`src/rtl/param_rf_pkg.sv`:
```
// Shared types and constants for the parametrised register file.
// Holds the dump FSM state encoding and the storage reset value.
package param_rf_pkg;

   typedef enum logic {
      IDLE = 1'b0,
      SEND = 1'b1
   } dump_state_t;

   localparam logic [63:0] RF_RESET_VAL = '0;

endpackage

```
`src/rtl/rf_dump_ctrl.sv`:
```
// Debug dump engine: streams every register out over valid/ready.
// Each beat is captured from the live array at its capture edge.
module rf_dump_ctrl
   import param_rf_pkg::*;
#(
   parameter int WIDTH = 8,
   parameter int NREGS = 4,
   localparam int AW = $clog2(NREGS)
) (
   input  logic             clk,
   input  logic             reset_n,
   input  logic             start,
   input  logic             ready,
   input  logic [WIDTH-1:0] regs [NREGS],
   output logic             busy,
   output logic             valid,
   output logic             last,
   output logic [AW-1:0]    addr,
   output logic [WIDTH-1:0] data
);

   dump_state_t   state;
   logic [AW-1:0] nxt;
   logic          at_end;

   assign nxt    = addr + AW'(1);
   assign at_end = (addr == AW'(NREGS - 1));
   assign busy   = (state == SEND);

   // Dump FSM with registered beat index, data and flags
   always_ff @(posedge clk or negedge reset_n) begin
      if (!reset_n) begin
         state <= IDLE;
         valid <= 1'b0;
         last  <= 1'b0;
         addr  <= '0;
         data  <= WIDTH'(RF_RESET_VAL);
      end else begin
         unique case (state)
            IDLE: begin
               if (start) begin
                  state <= SEND;
                  valid <= 1'b1;
                  last  <= 1'b0;
                  addr  <= '0;
                  data  <= regs[0];
               end
            end
            SEND: begin
               if (ready) begin
                  if (at_end) begin
                     state <= IDLE;
                     valid <= 1'b0;
                     last  <= 1'b0;
                  end else begin
                     addr <= nxt;
                     data <= regs[nxt];
                     last <= (nxt == AW'(NREGS - 1));
                  end
               end
            end
            default: state <= IDLE;
         endcase
      end
   end

endmodule

```
`src/rtl/param_register_file.sv`:
```
// Parametrised register file with bypass, zero register, tap port,
// a one-cycle checkpoint shadow bank and a streaming debug dump.
module param_register_file
   import param_rf_pkg::*;
#(
   parameter int WIDTH    = 8,
   parameter int NREGS    = 4,
   parameter int NREAD    = 2,
   parameter int TAP_REG  = 1,
   parameter int BYPASS   = 0,
   parameter int ZERO_REG = 0,
   localparam int AW = $clog2(NREGS)
) (
   input  logic                   clk,
   input  logic                   reset_n,
   input  logic [NREAD*AW-1:0]    rd_addr,
   output logic [NREAD*WIDTH-1:0] rd_data,
   output logic [WIDTH-1:0]       tap_data,
   input  logic                   wr_en,
   input  logic [AW-1:0]          wr_addr,
   input  logic [WIDTH-1:0]       wr_data,
   input  logic                   ckpt_save,
   input  logic                   ckpt_restore,
   input  logic                   dump_start,
   output logic                   dump_busy,
   output logic                   dump_valid,
   input  logic                   dump_ready,
   output logic [AW-1:0]          dump_addr,
   output logic [WIDTH-1:0]       dump_data,
   output logic                   dump_last
);

   logic [WIDTH-1:0] regs   [NREGS];
   logic [WIDTH-1:0] shadow [NREGS];
   logic [WIDTH-1:0] rmap   [2**AW];
   logic             wr_ok;

   // Readable view: unused slots and a hardwired r0 read as zero
   always_comb begin
      for (int k = 0; k < 2**AW; k++) rmap[k] = '0;
      for (int k = 0; k < NREGS; k++)
         if (!(ZERO_REG != 0 && k == 0)) rmap[k] = regs[k];
   end

   // A write counts only if it targets a real, writable register
   always_comb begin
      wr_ok = 1'b0;
      for (int k = 0; k < NREGS; k++)
         if (wr_en && wr_addr == AW'(k) && !(ZERO_REG != 0 && k == 0))
            wr_ok = 1'b1;
   end

   // Asynchronous read ports with optional same-cycle forwarding
   always_comb begin
      rd_data = '0;
      for (int i = 0; i < NREAD; i++) begin
         rd_data[i*WIDTH +: WIDTH] = rmap[rd_addr[i*AW +: AW]];
         if (BYPASS != 0 && wr_ok && wr_addr == rd_addr[i*AW +: AW])
            rd_data[i*WIDTH +: WIDTH] = wr_data;
      end
   end

   assign tap_data = rmap[TAP_REG];

   // Storage and shadow: restore beats write, restore beats save
   always_ff @(posedge clk or negedge reset_n) begin
      if (!reset_n) begin
         for (int k = 0; k < NREGS; k++) begin
            regs[k]   <= WIDTH'(RF_RESET_VAL);
            shadow[k] <= WIDTH'(RF_RESET_VAL);
         end
      end else begin
         for (int k = 0; k < NREGS; k++) begin
            if (!(ZERO_REG != 0 && k == 0)) begin
               if (ckpt_restore)
                  regs[k] <= shadow[k];
               else if (wr_ok && wr_addr == AW'(k))
                  regs[k] <= wr_data;
            end
            if (ckpt_save && !ckpt_restore)
               shadow[k] <= regs[k];
         end
      end
   end

   rf_dump_ctrl #(
      .WIDTH (WIDTH),
      .NREGS (NREGS)
   ) u_dump (
      .clk     (clk),
      .reset_n (reset_n),
      .start   (dump_start),
      .ready   (dump_ready),
      .regs    (regs),
      .busy    (dump_busy),
      .valid   (dump_valid),
      .last    (dump_last),
      .addr    (dump_addr),
      .data    (dump_data)
   );

endmodule

```
`config.mk`:
```
export PLATFORM = sky130hd
export DESIGN_NAME = param_register_file
export DESIGN_NICKNAME = d
export VERILOG_FILES = /design/src/rtl/param_rf_pkg.sv /design/src/rtl/rf_dump_ctrl.sv /design/src/rtl/param_register_file.sv
export SDC_FILE = /design/constraint.sdc
export NUM_CORES = 1
export LEC_CHECK = 0
export CAP_MARGIN = 15
export CORE_ASPECT_RATIO = 0.5
export CORE_MARGIN = 3
export CORE_UTILIZATION = 30
export CTS_CLUSTER_DIAMETER = 40
export DETAILED_ROUTE_END_ITERATION = 16
export PLACE_DENSITY = 0.54
export SLEW_MARGIN = 20
export SYNTH_ARGS = -nofsm -noshare
export SYNTH_HDL_FRONTEND = slang
export SYNTH_SLANG_ARGS = --single-unit
```
`constraint.sdc`:
```
create_clock -name clk -period 2.1 [get_ports clk]
set_input_delay 0.42 -clock clk [delete_from_list [all_inputs] [get_ports clk]]
set_output_delay 0.42 -clock clk [all_outputs]
set_load 0.005 [all_outputs]
```
==> metrics.md <==
| Metric | Value |
|---|---|
| Status | complete, no violations |
| Buf/Inv on CP | 4 |
| CP max-delay cell | mux4_2 |
| Clock skew | around 0.0051 ns |
| Synth area leaders | dfrtp_1 48%, mux4_2 14%, mux2i_1 10%, mux2_1 8.5%, nand2_1 3.3% |
| ANT cells | 0 |
| H-tree depth | 3 |
| Seq pwr share | 38.5% |
| Yosys top cell by area | dfrtp_1 |
| Placed inst area | 4730 um^2 |
| DR DRC count | 0 |
| Clock Pin Slew Worst Setup and Hold Paths | about 0.060 ns |
| Core Region | roughly 13,000 um^2 |
| EDFF count, synth | 0 |
| Critical path's top delay family | buffers and inverters |
| Starting Density | a little under a third |
| Worst-Skew Late Latency | roughly 0.34 ns |
| Switching power | about 2.1 mW |
| Area growth syn-to-layout | 29.1% |
| Comb pwr share | a little over a third |
| Share of total power in the clock network | between 20% and 30% |
| GRT Total Usage | 14.7% |
| Slowest stage delay, CP | ~0.48 ns |
| HPWL Detailed | just under 7000 um |
| Internal power | around 4.3 mW |
| TritonCTS clock tree | yes |
| Min-delay worst type | in2async |
| WL/cell | about 18 um |
| Filler Cells Inserted | ~1,200 |
| Initial DRC Count | between 200 and 250 |
| Rel. slew slack | 56.6% |
| First-pass GRT wire length | 16,400 um |
| Setup_tns | 0 ns |
| Rows | 29 |
| Post-synth top area share | between 40% and 50% |
| Syn Nets | 333 |
| WL final | between 10,000 and 15,000 um |
| Clock period minus worst slack | between 2 and 2.5 ns |
| Power per Cell Area | approximately 1200 nW/um^2 |
| Setup crit start kind | input port |
| Setup ws final | 0.0260 ns |
| Total CTS buffers | 9 |
| Commonest cells in the synthesized netlist | 77 x dfrtp_1, 41 x mux2i_1, 35 x nand2_1 |
| Yosys warning count | 0 |
| Die Area | between 10,000 and 15,000 um^2 |
| Leakage Power | roughly 2.4 nW |
| Switching Share | around a third |
| Initial antenna violation count | 0 |
| Die Wd | 169 um |
| Max cap viols | 0 |
| Cell area after layout | approximately 5100 um^2 |
| Syn Area/Cell | roughly 13 um^2 |
| PortBufs | 57 |
| First drt pass iteration count | 4 |
| Largest net degree at the start of global routing | 65 |
| Cell with the most instances after synthesis | dfrtp_1 |
| Req. time, crit path | roughly 1.7 ns |
| Final Slew Violations | 0 |
| Ys flop type | dfrtp_1 |
| Crit end category | output pin |
| CTS Sinks | 77 |
| Register area share after synthesis | between 40% and 50% |
| Vias/cell | between 4 and 5 |
| Layout cells sized above 1 | a little under a quarter |
| VDD IR-drop max | approximately 450 uV |
| Worst EP arrival | 1.65 ns |
| Final Power | approximately 6.4 mW |
| Dpl ws | -0.429 ns |
| Antenna viol nets, final | 0 |
| Clock buffer depth | 2 |
| Die span in y | roughly 87 um |
| RSZ-0062 raised after global routing | no |
| Via Count | around 2,700 |
| Worst Path Class, Setup | in2out |
| Io pins | 58 |
| Max Clk Rate | around 480 MHz |
| Vias in the first global route | ~2,800 |
| Distinct cells, synth | 29 |
| Worst path cell trace | clkdlybuf4s15_2, buf_12, buf_4, mux4_2, dlygate4sd2_1 |
| RD Place Congestion | 0.780 |
| Post-synthesis instance area | roughly 4000 um^2 |
| Final hold violation count | 0 |
| Ys async rst share | 100% |
| Final setup violation count | 0 |
| Final Cycle Share | between 90% and 100% |
| Grt total ovfl | 0 |
| Worst-margin pin slew | around 0.65 ns |
| Synthesized flop and latch total | 77 |
| Root buffer cell | clkbuf_16 |
| Post-Syn Instances | 310 |
| Max FO, Critical Path | 8 |
| Final nets | 400 |
-- through the flow --
| stage | util [%] | hold slack [ns] | std cells |
|---|---|---|---|
| finish | 40.1 | 0.111 | 552 |
| global route | 40.1 | 0.140 | 552 |
| CTS | 40.1 | 0.115 | 551 |
| detailed placement | 36.9 | 0.464 | 522 |
| global placement | 36.9 | 0.455 | 522 |
| floorplan | - | 0.124 | 310 |
-- flip-flops by register name, summed over array words and instances (netlist names) --
name          count
u_dump.addr       2
tap_data          8
u_dump.busy       1
u_dump.valid      1
u_dump.last       1
shadow           32
regs             24
u_dump.data       8
-- routing by layer --
metal / track usage, % / part of all wire (%) / vias up / routed length, um
li1: - / - / 1264 / -
met1: 20.6 / 48 / 1393 / 4830
met2: 23.4 / 46 / 52 / 4680
met3: 3.63 / 5.1 / 8 / 515
met4: 3.19 / 0.65 / 0 / 66
met5: 0 / 0 / - / 0
-- cells by family (layout without fill, tap and decap cells) --
family / after synthesis / count (layout) / share of synthesized area [%]
buffers and inverters: 34 / 106 / 5.59
AOI/OAI and AO/OA: 46 / 46 / 6.10
and+or+nand+nor: 53 / 53 / 6.07
DFF: 77 / 77 / 48.4
adders and majority gates: 2 / 2 / 0.628
muxes: 98 / 98 / 33.2
-- cell type report --
class / instances / area [um^2] / share of cell area [%]
Sequential cell: 77 / 1930 / 37.6
Multi-Input combinational cell: 199 / 1830 / 35.6
Timing Repair Buffer: 88 / 847 / 16.5
Clock buffer: 10 / 239 / 4.65
Inverter: 2 / 7.51 / 0.146
Clock inverter: 6 / 71.3 / 1.39
Tap cell: 170 / 213 / 4.14
-- repair_timing --
item,in CTS,in global routing
gates cloned,0,0
gates resized for setup,30,1
endpoints found under the setup margin,16,1
hold buffers,0,0
buffers inserted,13,1
-- placed cells by master (no fill, tap or decap), drive strengths merged, types with 10 or more instances in the layout --
| master | n |
|---|---|
| mux4 | 24 |
| clkdlybuf4s50 | 35 |
| dlygate4sd2 | 16 |
| buf | 33 |
| o21ai | 33 |
| mux2 | 33 |
| nand2 | 35 |
| dfrtp | 77 |
| clkbuf | 11 |
| mux2i | 41 |
| a21oi | 10 |
-- power by group through the flow --
stage	logic (mW)	registers (mW)	clock network, mW
after floorplan	1.46	2.36	0
after global placement	2.25	2.47	0
after detailed placement	2.30	2.53	0
after CTS	2.37	2.47	1.64
after global routing	2.58	2.55	1.70
final	2.34	2.46	1.59
-- final timing paths --
check | startpoint | to | slack, ns | cells past startpoint
setup / recovery | rd_addr[3] | rd_data[13] | 0.03 | 5
hold / removal | reset_n | u_dump.data[1] | 0.11 | 1
setup reg to reg | u_dump.addr[1] | u_dump.data[0] | 0.20 | 5
hold reg to reg | shadow[14] | regs[14] | 0.48 | 2
max in group asynchronous | reset_n | tap_data[7] | 1.40 | 2
min in group clk | shadow[14] | regs[14] | 0.48 | 2
Note: power is estimated with default switching activity, not from simulation.
